===== src/rtl/bidir_bus_ctrl_pkg.sv =====
// Shared constants for the bidirectional bus controller: FSM encoding,
// owner encoding (matches the dir pin) and counter width.
package bidir_bus_pkg;

  localparam int CNT_W = 8;
  typedef logic [CNT_W-1:0] cnt_t;

  typedef logic [1:0] state_t;
  localparam state_t ST_IDLE    = 2'd0;
  localparam state_t ST_TURN    = 2'd1;
  localparam state_t ST_DRIVE_A = 2'd2;
  localparam state_t ST_DRIVE_B = 2'd3;

  localparam logic OWN_A = 1'b1;
  localparam logic OWN_B = 1'b0;

  function automatic state_t drive_state(input logic owner);
    return (owner == OWN_A) ? ST_DRIVE_A : ST_DRIVE_B;
  endfunction

endpackage


===== src/rtl/bidir_bus_ctrl_if.sv =====
// Request/grant/enable bundle between the two requesters and the controller.
interface bidir_bus_ctrl_if;

  logic req_a;
  logic req_b;
  logic gnt_a;
  logic gnt_b;
  logic oe_a;
  logic oe_b;
  logic dir;
  logic busy;

  modport master (
    output req_a, req_b,
    input  gnt_a, gnt_b, oe_a, oe_b, dir, busy
  );

  modport slave (
    input  req_a, req_b,
    output gnt_a, gnt_b, oe_a, oe_b, dir, busy
  );

endinterface


===== src/rtl/bidir_bus_ctrl_turn_timer.sv =====
// Loadable down-counter timing the dead gap; done is high while the count
// sits at 1, i.e. during the last dead cycle.
module bus_turn_timer
  import bidir_bus_pkg::*;
(
  input  logic clk,
  input  logic rst_n,
  input  logic load,
  input  cnt_t load_val,
  output logic done
);

  cnt_t count_q;
  cnt_t count_d;

  always_comb begin
    count_d = count_q;
    if (load) begin
      count_d = load_val;
    end else if (count_q != '0) begin
      count_d = count_q - 1'b1;
    end
  end

  always_ff @(posedge clk or negedge rst_n) begin
    if (!rst_n) begin
      count_q <= '0;
    end else begin
      count_q <= count_d;
    end
  end

  assign done = (count_q == cnt_t'(1));

endmodule


===== src/rtl/bidir_bus_ctrl.sv =====
// Round-robin owner sequencer for a shared bidirectional line pair with a
// programmable turnaround gap and a bounded tenure per owner.
module bidir_bus_ctrl
  import bidir_bus_pkg::*;
#(
  parameter int TURN_CYC = 2,
  parameter int MAX_HOLD = 16
) (
  input logic             clk,
  input logic             rst_n,
  bidir_bus_ctrl_if.slave bus
);

  localparam cnt_t TURN_LOAD = cnt_t'(TURN_CYC);
  localparam cnt_t HOLD_MAX  = cnt_t'(MAX_HOLD);

  state_t state_q, state_d;
  logic   target_q, target_d;
  logic   last_owner_q, last_owner_d;
  logic   dir_q, dir_d;
  cnt_t   hold_q, hold_d;
  logic   gnt_a_q, gnt_b_q, busy_q;

  logic turn_load;
  logic turn_done;
  logic idle_tgt;
  logic drv_owner;
  logic own_req, oth_req;
  logic tgt_req, alt_req;

  // With both sides asking, the side that did not own the line last wins.
  assign idle_tgt  = (bus.req_a && bus.req_b) ? ~last_owner_q : bus.req_a;
  assign drv_owner = (state_q == ST_DRIVE_A) ? OWN_A : OWN_B;
  assign own_req   = drv_owner ? bus.req_a : bus.req_b;
  assign oth_req   = drv_owner ? bus.req_b : bus.req_a;
  assign tgt_req   = target_q ? bus.req_a : bus.req_b;
  assign alt_req   = target_q ? bus.req_b : bus.req_a;

  bus_turn_timer u_turn_timer (
    .clk      (clk),
    .rst_n    (rst_n),
    .load     (turn_load),
    .load_val (TURN_LOAD),
    .done     (turn_done)
  );

  always_comb begin
    state_d      = state_q;
    target_d     = target_q;
    last_owner_d = last_owner_q;
    dir_d        = dir_q;
    hold_d       = hold_q;
    turn_load    = 1'b0;

    case (state_q)
      ST_IDLE: begin
        if (bus.req_a || bus.req_b) begin
          target_d = idle_tgt;
          dir_d    = idle_tgt;
          if (idle_tgt == last_owner_q) begin
            state_d = drive_state(idle_tgt);
            hold_d  = cnt_t'(1);
          end else begin
            state_d   = ST_TURN;
            turn_load = 1'b1;
          end
        end
      end

      ST_TURN: begin
        // A target that gave up during the gap never sees a grant.
        if (turn_done) begin
          if (tgt_req) begin
            state_d = drive_state(target_q);
            hold_d  = cnt_t'(1);
          end else if (alt_req) begin
            state_d  = drive_state(~target_q);
            target_d = ~target_q;
            dir_d    = ~target_q;
            hold_d   = cnt_t'(1);
          end else begin
            state_d = ST_IDLE;
          end
        end
      end

      ST_DRIVE_A, ST_DRIVE_B: begin
        if (!own_req || (hold_q == HOLD_MAX && oth_req)) begin
          last_owner_d = drv_owner;
          hold_d       = '0;
          if (oth_req) begin
            state_d   = ST_TURN;
            target_d  = ~drv_owner;
            dir_d     = ~drv_owner;
            turn_load = 1'b1;
          end else begin
            state_d = ST_IDLE;
          end
        end else if (hold_q != HOLD_MAX) begin
          hold_d = hold_q + 1'b1;
        end
      end

      default: state_d = ST_IDLE;
    endcase
  end

  always_ff @(posedge clk or negedge rst_n) begin
    if (!rst_n) begin
      state_q      <= ST_IDLE;
      target_q     <= OWN_B;
      last_owner_q <= OWN_B;
      dir_q        <= 1'b0;
      hold_q       <= '0;
      gnt_a_q      <= 1'b0;
      gnt_b_q      <= 1'b0;
      busy_q       <= 1'b0;
    end else begin
      state_q      <= state_d;
      target_q     <= target_d;
      last_owner_q <= last_owner_d;
      dir_q        <= dir_d;
      hold_q       <= hold_d;
      gnt_a_q      <= (state_d == ST_DRIVE_A);
      gnt_b_q      <= (state_d == ST_DRIVE_B);
      busy_q       <= (state_d != ST_IDLE);
    end
  end

  // Pad enables coincide with grants; dir is registered on the same edge.
  assign bus.gnt_a = gnt_a_q;
  assign bus.gnt_b = gnt_b_q;
  assign bus.oe_a  = gnt_a_q;
  assign bus.oe_b  = gnt_b_q;
  assign bus.dir   = dir_q;
  assign bus.busy  = busy_q;

endmodule

===== src/flat_wrapper.sv =====
// flat-port wrapper written by rule: the top's interface ports become plain ports
module bidir_bus_ctrl_flat import bidir_bus_pkg::*;
#(
  parameter int TURN_CYC = 2,
  parameter int MAX_HOLD = 16
)
  (clk, rst_n, bus_req_a, bus_req_b, bus_gnt_a, bus_gnt_b, bus_oe_a, bus_oe_b, bus_dir, bus_busy);
  bidir_bus_ctrl_if bus_i ();
  input logic clk;
  input logic rst_n;
  input wire logic [$bits(bus_i.req_a)-1:0] bus_req_a;
  input wire logic [$bits(bus_i.req_b)-1:0] bus_req_b;
  output wire logic [$bits(bus_i.gnt_a)-1:0] bus_gnt_a;
  output wire logic [$bits(bus_i.gnt_b)-1:0] bus_gnt_b;
  output wire logic [$bits(bus_i.oe_a)-1:0] bus_oe_a;
  output wire logic [$bits(bus_i.oe_b)-1:0] bus_oe_b;
  output wire logic [$bits(bus_i.dir)-1:0] bus_dir;
  output wire logic [$bits(bus_i.busy)-1:0] bus_busy;
  assign bus_i.req_a = bus_req_a;
  assign bus_i.req_b = bus_req_b;
  assign bus_gnt_a = bus_i.gnt_a;
  assign bus_gnt_b = bus_i.gnt_b;
  assign bus_oe_a = bus_i.oe_a;
  assign bus_oe_b = bus_i.oe_b;
  assign bus_dir = bus_i.dir;
  assign bus_busy = bus_i.busy;
  bidir_bus_ctrl #(.TURN_CYC(TURN_CYC), .MAX_HOLD(MAX_HOLD)) u_core (.clk(clk), .rst_n(rst_n), .bus(bus_i));
endmodule

===== config.mk =====
export PLATFORM = sky130hd
export DESIGN_NAME = bidir_bus_ctrl_flat
export DESIGN_NICKNAME = d
export VERILOG_FILES = /design/src/rtl/bidir_bus_ctrl_pkg.sv /design/src/rtl/bidir_bus_ctrl_if.sv /design/src/rtl/bidir_bus_ctrl_turn_timer.sv /design/src/rtl/bidir_bus_ctrl.sv /design/src/flat_wrapper.sv
export SDC_FILE = /design/constraint.sdc
export NUM_CORES = 1
export LEC_CHECK = 0
export ABC_AREA = 1
export CORE_MARGIN = 2
export CORE_UTILIZATION = 55
export CTS_BUF_LIST = sky130_fd_sc_hd__clkbuf_4 sky130_fd_sc_hd__clkbuf_8
export CTS_CLUSTER_DIAMETER = 50
export DETAILED_ROUTE_END_ITERATION = 16
export MAX_ROUTING_LAYER = met4
export PLACE_DENSITY = 0.75
export RECOVER_POWER = 50
export SKIP_LAST_GASP = 1
export SYNTH_ARGS = -nofsm -noshare
export SYNTH_HDL_FRONTEND = slang
export SYNTH_SLANG_ARGS = --single-unit

===== constraint.sdc =====
create_clock -name clk -period 2 [get_ports clk]
set_clock_uncertainty 0.2 [all_clocks]
set_input_delay 0.4 -clock clk [delete_from_list [all_inputs] [get_ports clk]]
set_output_delay 0.4 -clock clk [all_outputs]
set_load 0.03 [all_outputs]

Yosys cells after proc, flatten, opt, wreduce, memory -nomap -nowiden
Cells that the tools add are included.
W data, S select, Z words.
{ "totals": {"inputBits": 4, "regBits": 23, "wordCells": 83, "output_inout_bits": 6} }
{ "op_classes": {"n_reduce_logical": 13, "n_eq_ne": 18, "addsub": 2, "muxes": 39, "bitwise": 3} }
{ "ops": {"columns": ["operator", "count"], "rows": [
  ["$mux W8", 9],
  ["$pmux W8 S3", 1],
  ["$mux W1", 20],
  ["$mux W2", 6],
  ["$ne A2 B1 Y1 const B", 6],
  ["$add A8 B1 Y8 const B", 1],
  ["$eq A2 B2 Y1 const B", 4],
  ["$eq A8 B1 Y1 const B", 1],
  ["$eq A8 B5 Y1 const B", 1],
  ["$ne A8 B5 Y1 const B", 1],
  ["$reduce_bool A8 Y1", 1],
  ["$sub A8 B1 Y8 const B", 1],
  ["$ne A3 B1 Y1 const B", 2],
  ["$pmux W2 S3", 1],
  ["$reduce_and A6 Y1", 1],
  ["$reduce_and A5 Y1", 1],
  ["$reduce_bool A2 Y1", 2],
  ["$not A1 Y1", 3],
  ["$pmux W1 S3", 1],
  ["$eq A2 B1 Y1 const B", 1],
  ["$logic_and A1 B1 Y1", 2],
  ["$logic_not A2 Y1", 1],
  ["$logic_or A1 B1 Y1", 2],
  ["$ne A2 B2 Y1 const B", 1],
  ["other kinds (5)", 5]
]} }

Logic depth before layout (Yosys ltp)
Gate-level depths: netlist of the first run.
{ "depth": {"depth_word": 8, "ltp_mapped": 11, "ltp_nobuf": 11} }

Modules after synthesis
Synthesis of the first run repeated with hierarchy kept, for this count alone.
{ "hier_totals": {"hier_cells": 233, "area_unflattened_um2": 1649.1} }
{ "modules_own_cells": {"columns": ["module", "cells_each", "instances", "area_per_inst_um2", "seq_area_each_um2"], "rows": [
  ["bidir_bus_ctrl", 153, 1, 1026.0, 375.4],
  ["bus_turn_timer", 80, 1, 623.1, 200.2]
]} }

Worst setup path before layout of the first run
Ideal clock, no wire load.
{ "synth_path": {"path_type": "in2reg", "from": "input port bus_req_b", "to": "register u_core.hold_q[4]", "arrival_ns": 1.366, "stages": 8, "slack_ns": 0.307, "n_path_buf": 0, "setup_ns": 0.127, "required_time_ns": 1.673, "path_cell_list": "nand2_1 > nand2_1 > inv_1 > ha_1 > a22oi_1 > nand2_1 > nor2_4 > o21ai_0"} }
{ "synth_via": {"elab_chain_cells": 5, "elab_cells_between_ends": 20, "classes_between": "eq/ne: 5; mux: 9; reduce/logical: 6"} }
{ "synth_rtl": {"columns": ["item", "line_no", "rtl"], "rows": [
  ["start: declaration", "flat_wrapper.sv:12", "input wire logic [$bits(bus_i.req_b)-1:0] bus_req_b;"],
  ["$logic_and A1 B1 Y1, or another cell as far along", "bidir_bus_ctrl.sv:32", "assign idle_tgt = (bus.req_a && bus.req_b) ? ~last_owner_q : bus.req_a;"],
  ["$mux W1, or another cell as far along", "bidir_bus_ctrl.sv:32", null],
  ["$eq A1 B1 Y1 / $logic_or A1 B1 Y1 (equally long branches)", "bidir_bus_ctrl.sv:60, bidir_bus_ctrl.sv:88", null],
  ["$ne A2 B1 Y1 (no line), or another cell as far along", null, null],
  ["$reduce_and A5 Y1 (no line) / $pmux W8 S3 (equally long branches)", null, null],
  ["end signal: assignment", "bidir_bus_ctrl.sv:123", "hold_q <= hold_d;"],
  ["end: declaration", "bidir_bus_ctrl.sv:21", "cnt_t hold_q, hold_d;"]
]} }
Parallel ways exist; a longest one is shown, timed or not. The select of a mux whose other input is x is not followed.
A chain may end at the register's enable or synchronous reset.

Worst setup path in the final report of the first run
{ "layout_path": {"from": "register u_core.gnt_b_q, in the netlist u_core.bus.gnt_b", "to": "output port bus_gnt_b"} }
{ "layout_lines": {"columns": ["item", "line_no", "rtl"], "rows": [
  ["start: declaration", "bidir_bus_ctrl.sv:22", "logic gnt_a_q, gnt_b_q, busy_q;"],
  ["start signal: assignment", "bidir_bus_ctrl.sv:125", "gnt_b_q <= (state_d == ST_DRIVE_B);"],
  ["end: declaration", "flat_wrapper.sv:14", "output wire logic [$bits(bus_i.gnt_b)-1:0] bus_gnt_b;"]
]} }
No word-level cell between the ends.

==> insert_results.sql, run 1 <==
INSERT INTO impl_metrics (metric_group, metric, value, unit) VALUES
('run_status', 'status', 'completed', ''),
('power_and_ir_drop', 'power_after_layout', '1.96', 'mW'),
('sta', 'report.final.hold_viol_count', '0', ''),
('critical_path', 'timing.critical_path.required', '1.40', 'ns'),
('sta', 'timing.slew.headroom', '60.9', '%'),
('critical_path', 'critical_path_peak_fanout', '2', ''),
('sta', 'fin_tns_setup', '0', 'ns'),
('synth', 'syn_area', '1460', 'sq um'),
('floorplan', 'std_cell_rows', '18', ''),
('sta', 'fmaxAchievable', '517', 'MHz'),
('floorplan', 'design.portCount', '10', ''),
('critical_path', 'critical-path-slowest-cell', 'clkdlybuf4s50_1', ''),
('synth', 'syn-instance-count', '194', ''),
('sta', 'worst-slew-pin-transition', '0.586', 'ns'),
('global_routing', 'grt_resource_usage_total', '22.5', '%'),
('route', 'drt_pre_antenna_iters', '4', ''),
('floorplan', 'fp.dieW', '55.5', 'microns'),
('critical_path', 'cp_slowest_stage_delay', '0.67', 'ns'),
('synth', 'syn_avg_cell_area', '7.51', 'sq um'),
('floorplan', 'die_area', '3080', 'sq um'),
('cells_and_area', 'filler_cell_count', '208', ''),
('clock_tree', 'cts.htree.levels', '1', ''),
('critical_path', 'critPathBufInv', '1', ''),
('place', 'portBuffers', '9', ''),
('floorplan', 'die_height', '55.5', 'microns'),
('route', 'route.antenna.remaining_nets', '0', ''),
('cells_and_area', 'nets', '221', ''),
('global_routing', 'grt_start_max_net_pins', '24', ''),
('cells_and_area', 'post_route_cells_drive_above_1_share', '14.2', '%'),
('sta', 'rsz0062_at_grt', 'false', ''),
('hold_path', 'min_delay_path_class', 'reg -> reg', ''),
('clock_tree', 'cts_setup_buffers', '0', ''),
('global_routing', 'grt_first_pass_wirelength', '5.39', 'mm'),
('critical_path', 'worst_ep_arrival_time', '1.33', 'ns'),
('route', 'wl', '3.21', 'mm'),
('cells_and_area', 'antenna_cells_inserted', '0', ''),
('critical_path', 'critical-path-top-delay-family', 'buffers and inverters', ''),
('place', 'place_hpwl', '2.36', 'mm'),
('route', 'via_per_inst', '5.31', ''),
('synth', 'synth-warning-count', '0', ''),
('clock_tree', 'clkTransAtPathRegs', '0.13', 'ns'),
('sta', 'finalCritPeriodShare', '96.7', '%'),
('route', 'drt-initial-drc-count', '70', ''),
('sta', 'finalSetupViolCount', '0', ''),
('route', 'dr_total_vias', '1280', ''),
('clock_tree', 'clk_latency', '0.32', 'ns'),
('clock_tree', 'clockRootBuffer', 'clkbuf_4', ''),
('route', 'post_drt_wl_per_cell', '13.3', 'microns'),
('clock_tree', 'tritoncts.num_buffers', '3', ''),
('clock_tree', 'clkSinkCount', '23', ''),
('global_routing', 'globalRoute.totalOverflow', '0', ''),
('power_and_ir_drop', 'power-per-cell-area', '1190', 'nW/um^2'),
('global_routing', 'via_count_of_the_first_global_routing_pass', '1166', ''),
('global_routing', 'number_of_antenna_violations_at_the_first_check_in_global_routing', '0', ''),
('clock_tree', 'clock_tree_from_tritoncts', 'done', ''),
('cells_and_area', 'layout-area-overhead-vs-synth', '13.5', '%'),
('route', 'drc', '0', ''),
('synth', 'synth_top_area_share', '39.5', '%'),
('sta', 'timing_max_transition_violations_final', '0', ''),
('place', 'routability_driven_placement_congestion_ratio', '0.927', ''),
('critical_path', 'endpoint_kind', 'primary output', ''),
('job', 'max_cap_violations', '0', ''),
('floorplan', 'placeableCoreArea', '2500', 'sq um'),
('floorplan', 'initial_standard_cell_utilization_of_the_core', '58.3', '%'),
('synth', 'yosys.area.top_type', 'dfrtp_1', ''),
('synth', 'yosys.cell_types.count', '24', ''),
('clock_tree', 'cts.path.max_buffers', '2', ''),
('synth', 'ffs_latches_synth', '23', ''),
('sta', 'fin_crit', '1.93', 'ns'),
('power_and_ir_drop', 'power.ir.vdd_worst', '0.000866', 'V'),
('synth', 'synth.area.top_cells', 'dfrtp_1, nand2_1, nor2_1', ''),
('critical_path', 'crit_path_cell_trace', 'clkdlybuf4s50_1', ''),
('power_and_ir_drop', 'leakagePower', '0.783', 'nW'),
('synth', 'synth-seq-area-share', '39.5', '%'),
('critical_path', 'crit_path_start_kind', 'flop', ''),
('clock_tree', 'hold_buffers', '0', ''),
('synth', 'synth.net_count', '203', ''),
('critical_path', 'path_type_of_the_worst_setup_path', 'reg -> out', '');
[registers in the layout, summed over array words and instances, names as in the netlist]
signal / flops
u_core.hold_q: 8
u_core.last_owner_q: 1
u_core.bus.busy: 1
u_core.bus.gnt_a: 1
u_core.target_q: 1
u_core.u_turn_timer.count_q: 8
u_core.state_q: 2
u_core.bus.gnt_b: 1
[layout make-up]
type	count	area, sq um	share of cell area (%)
tap	30	37.5	2.27
timing repair buffer	16	129	7.79
multi-input combinational	142	782	47.3
inverter	26	100	6.05
sequential	23	576	34.8
clock buffer	4	30.0	1.82
[worst paths after layout]
kind	startpoint	end	slack [ns]	cells after the start
worst max-delay path	u_core.bus.gnt_b$_DFF_PN0_	bus_gnt_b	0.07	1
worst min-delay path	u_core.hold_q[7]$_DFFE_PN0P_	u_core.hold_q[7]$_DFFE_PN0P_	0.31	2
worst max register to register	u_core.u_turn_timer.count_q[0]$_DFFE_PN0P_	u_core.u_turn_timer.count_q[0]$_DFFE_PN0P_	0.15	6
worst min register to register	u_core.hold_q[7]$_DFFE_PN0P_	u_core.hold_q[7]$_DFFE_PN0P_	0.31	2
max in group asynchronous	rst_n	u_core.u_turn_timer.count_q[1]$_DFFE_PN0P_	0.82	2
min in group asynchronous	rst_n	u_core.hold_q[0]$_DFFE_PN0P_	0.39	2
[synthesized netlist by cell type]
| cell type | instances |
|---|---|
| nand2_1 | 39 |
| nand4_1 | 6 |
| xnor2_1 | 1 |
| inv_1 | 22 |
| o21ai_0 | 14 |
| inv_4 | 1 |
| nand2_4 | 2 |
| nor2_2 | 1 |
| nand2_2 | 5 |
| buf_4 | 3 |
| inv_2 | 3 |
| o21ai_1 | 6 |
| a21oi_1 | 2 |
| a22oi_1 | 1 |
| nor3b_1 | 1 |
| nor2_4 | 3 |
| nor2_1 | 27 |
| nand3_1 | 13 |
| o2111ai_1 | 1 |
| dfrtp_1 | 23 |
| xor2_1 | 9 |
| ha_1 | 5 |
| nor2b_1 | 1 |
| nor3_1 | 5 |
[repair_timing]
item                       4_1_cts  5_1_grt
setup endpoints to repair        3       10
resized for setup                1        8
pin swaps                        1        4
[where the power goes]
part           switching (mW)  leakage [nW]  internal [mW]  total [mW]
Sequential              0.135         0.296          0.601       0.736
Clock                   0.139        0.0184         0.0916       0.230
Combinational           0.614         0.469          0.381       0.994
Total                   0.888         0.783           1.07        1.96
[per-stage QoR]
stage               worst slack, ns  hold WS, ns  cells  instance area, sq um  util (%)
floorplan                     0.307      -0.0956    194                  1460         -
global placement             -0.296        0.282    237                  1620      64.6
detailed placement           -0.363        0.279    237                  1620      64.6
CTS                          0.0196        0.226    241                  1640      65.8
global route                 0.0138        0.336    241                  1650      66.2
finish                       0.0657        0.312    241                  1650      66.2
[cells in the final DEF (no fill, tap or decap), drive strengths merged]
master         count
a21oi              2
a22oi              1
buf                6
clkbuf             7
clkdlybuf4s50      4
dfrtp             23
dlygate4sd2        1
dlygate4sd3        1
dlymetal6s2s       1
ha                 5
inv               26
nand2             46
nand3             13
nand4              6
nor2              31
nor2b              1
nor3               5
nor3b              1
o2111ai            1
o21ai             20
xnor2              1
xor2               9
[cell families (layout without fill, tap and decap cells)]
logic type	Yosys count	count (layout)	share of synthesized area, %
xor+xnor	10	10	6.01
compound gates	24	24	8.67
buf+inv	29	46	8.41
flops	23	23	39.5
fa+ha+maj	5	5	4.29
simple gates	103	103	33.1
[per-layer routing]
metal / wire (microns) / GRT usage, % / vias up
met5: 0 / - / -
met1: 1510 / 29.2 / 586
met3: 133 / 3.51 / 5
met4: 35 / 6.27 / 0
li1: - / - / 652
met2: 1530 / 36.6 / 37
Power figures use the tool's default switching activity.
==> run 2: changes to the inputs <==
- ABC_CLOCK_PERIOD_IN_PS: unset -> 2410
- SKIP_CTS_REPAIR_TIMING: unset -> 1
- clock period: 2 -> 2.41 ns (I/O delays scaled with it)
==> run 2 against run 1 <==
Setup slack improved by 0.25 ns. Die area did not move. Clock power fell by 18%. Routed wire length fell by 3.9%. Highest routed layer unchanged. Cell count fell by 1.2%. Sequential cell count did not move. Combinational power fell by 20%.
==> insert_results.sql, run 2 (synthesis results as in run 1) <==
INSERT INTO impl_metrics (metric_group, metric, value, unit) VALUES
('sta', 'fin_crit', '2.10', 'ns'),
('cells_and_area', 'layout.cells.most_common_list', 'nand2_1, nor2_1, dfrtp_1', ''),
('global_routing', 'globalRoute.totalOverflow', '0', ''),
('critical_path', 'timing.critical_path.required', '1.73', 'ns'),
('clock_tree', 'cts.path.max_buffers', '2', ''),
('global_routing', 'grt_start_max_net_pins', '24', ''),
('sta', 'finalSetupViolCount', '0', ''),
('place', 'routability_driven_placement_congestion_ratio', '0.955', ''),
('floorplan', 'fp.dieW', '55.5', 'microns'),
('job', 'max_cap_violations', '0', ''),
('clock_tree', 'clockRootBuffer', 'clkbuf_4', ''),
('sta', 'finalCritPeriodShare', '87.1', '%'),
('sta', 'report.final.hold_viol_count', '0', ''),
('power_and_ir_drop', 'power.ir.vdd_worst', '0.000790', 'V'),
('route', 'wl', '3.08', 'mm'),
('place', 'place_hpwl', '2.40', 'mm'),
('power_and_ir_drop', 'power-per-cell-area', '986', 'nW/um^2'),
('critical_path', 'critical_path_peak_fanout', '4', ''),
('critical_path', 'critical-path-top-delay-family', 'buffers and inverters', ''),
('critical_path', 'worst_ep_arrival_time', '1.42', 'ns'),
('route', 'drt_pre_antenna_iters', '4', ''),
('sta', 'worst-slew-pin-transition', '1.25', 'ns'),
('clock_tree', 'cts.htree.levels', '1', ''),
('power_and_ir_drop', 'leakagePower', '0.756', 'nW'),
('critical_path', 'cp_slowest_stage_delay', '0.69', 'ns'),
('route', 'post_drt_wl_per_cell', '12.9', 'microns'),
('critical_path', 'endpoint_kind', 'primary output', ''),
('floorplan', 'design.portCount', '10', ''),
('critical_path', 'path_type_of_the_worst_setup_path', 'reg -> out', ''),
('clock_tree', 'clk_latency', '0.31', 'ns'),
('critical_path', 'crit_path_cell_trace', 'clkdlybuf4s50_1', ''),
('clock_tree', 'clkTransAtPathRegs', '0.12', 'ns'),
('cells_and_area', 'layout-area-overhead-vs-synth', '10.6', '%'),
('floorplan', 'die_area', '3080', 'sq um'),
('cells_and_area', 'footprint_of_the_multi_input_gates', '757', 'sq um'),
('cells_and_area', 'leading_registers_by_flop_count', 'u_core.hold_q (8), u_core.u_turn_timer.count_q (8), u_core.state_q (2)', ''),
('sta', 'rsz0062_at_grt', 'false', ''),
('clock_tree', 'clkSinkCount', '23', ''),
('clock_tree', 'tritoncts.num_buffers', '3', ''),
('cells_and_area', 'seq_area', '576', 'sq um'),
('hold_path', 'min_delay_path_class', 'reg -> reg', ''),
('sta', 'timing.slew.headroom', '16.8', '%'),
('floorplan', 'die_height', '55.5', 'microns'),
('cells_and_area', 'filler_cell_count', '229', ''),
('cells_and_area', 'antenna_cells_inserted', '0', ''),
('floorplan', 'placeableCoreArea', '2500', 'sq um'),
('route', 'route.antenna.remaining_nets', '0', ''),
('floorplan', 'initial_standard_cell_utilization_of_the_core', '58.3', '%'),
('critical_path', 'critical-path-slowest-cell', 'clkdlybuf4s50_1', ''),
('route', 'drt-initial-drc-count', '60', ''),
('place', 'portBuffers', '9', ''),
('sta', 'timing_max_transition_violations_final', '0', ''),
('route', 'dr_total_vias', '1287', ''),
('power_and_ir_drop', 'power_after_layout', '1.59', 'mW'),
('critical_path', 'crit_path_start_kind', 'flop', ''),
('global_routing', 'grt_resource_usage_total', '22.6', '%'),
('route', 'via_per_inst', '5.41', ''),
('clock_tree', 'clock_tree_from_tritoncts', 'done', ''),
('cells_and_area', 'nets', '218', ''),
('cells_and_area', 'post_route_cells_drive_above_1_share', '9.62', '%'),
('route', 'drc', '0', ''),
('sta', 'fmaxAchievable', '476', 'MHz'),
('global_routing', 'grt_first_pass_wirelength', '5.44', 'mm'),
('run_status', 'status', 'completed', ''),
('global_routing', 'via_count_of_the_first_global_routing_pass', '1262', ''),
('critical_path', 'critPathBufInv', '1', ''),
('floorplan', 'std_cell_rows', '18', ''),
('global_routing', 'number_of_antenna_violations_at_the_first_check_in_global_routing', '0', ''),
('sta', 'fin_tns_setup', '0', 'ns'),
('cells_and_area', 'final_common_cell', 'nand2_1', '');
==> run 2: cell count changes in the layout (fill, tap and decap cells not counted), moves of 2 or more <==
cell / previous run / this run
buf_4: 6 / 2
clkdlybuf4s50_1: 4 / 8
nand2_1: 38 / 40
nand2_2: 6 / 4
o21ai_0: 13 / 15
o21ai_1: 7 / 5
==> run 2: tightest hold or removal path: cells and delay by family, from the launching register on <==
family	cells	cell delay (ns)
flip-flops	1	0.38
AO/OA/AOI/OAI	1	0.08
AND/OR/NAND/NOR	1	0.06
==> run 2: per-layer routing <==
layer	global-route usage, %	share of wire, %	vias to the layer above
li1	-	-	656
met1	28.8	46	601
met2	36.9	50	26
met3	3.75	3.2	4
met4	7.32	1.0	0
met5	-	0	-
==> run 2: through the flow <==
| stage | instance area, sq um | utilization [%] | hold slack (ns) | instances | setup slack [ns] |
|---|---|---|---|---|---|
| floorplan | 1460 | - | -0.0136 | 194 | 0.635 |
| global placement | 1590 | 63.7 | 0.279 | 234 | 0.0534 |
| detailed placement | 1590 | 63.7 | 0.297 | 234 | -0.0124 |
| CTS | 1620 | 64.9 | 0.310 | 238 | 0.298 |
| global route | 1610 | 64.5 | 0.375 | 238 | 0.146 |
| finish | 1610 | 64.5 | 0.346 | 238 | 0.311 |
==> run 2: final timing paths <==
path                                         startpoint                                          to  slack, ns  cells past startpoint
max                         u_core.target_q$_DFFE_PN0P_                                     bus_dir       0.31                      1
min                        u_core.hold_q[7]$_DFFE_PN0P_                u_core.hold_q[7]$_DFFE_PN0P_       0.35                      2
max reg2reg                 u_core.state_q[1]$_DFF_PN0_                u_core.hold_q[0]$_DFFE_PN0P_       0.49                      8
min reg2reg                u_core.hold_q[7]$_DFFE_PN0P_                u_core.hold_q[7]$_DFFE_PN0P_       0.35                      2
max in group asynchronous                         rst_n  u_core.u_turn_timer.count_q[0]$_DFFE_PN0P_       0.54                      2
min in group asynchronous                         rst_n                u_core.hold_q[0]$_DFFE_PN0P_       0.74                      2
==> run 2: area by class of cell <==
type                            instances  share of cell area (%)
Clock buffer                            4                    1.86
Tap cell                               30                    2.33
Multi-Input combinational cell        142                    46.9
Sequential cell                        23                    35.7
Inverter                               26                    6.21
Timing Repair Buffer                   13                    6.98
==> run 2: power breakdown <==
| part | switching (mW) | internal (mW) | total [mW] |
|---|---|---|---|
| Clock | 0.113 | 0.0759 | 0.189 |
| Combinational | 0.488 | 0.303 | 0.791 |
| Sequential | 0.111 | 0.499 | 0.610 |
| Total | 0.712 | 0.877 | 1.59 |
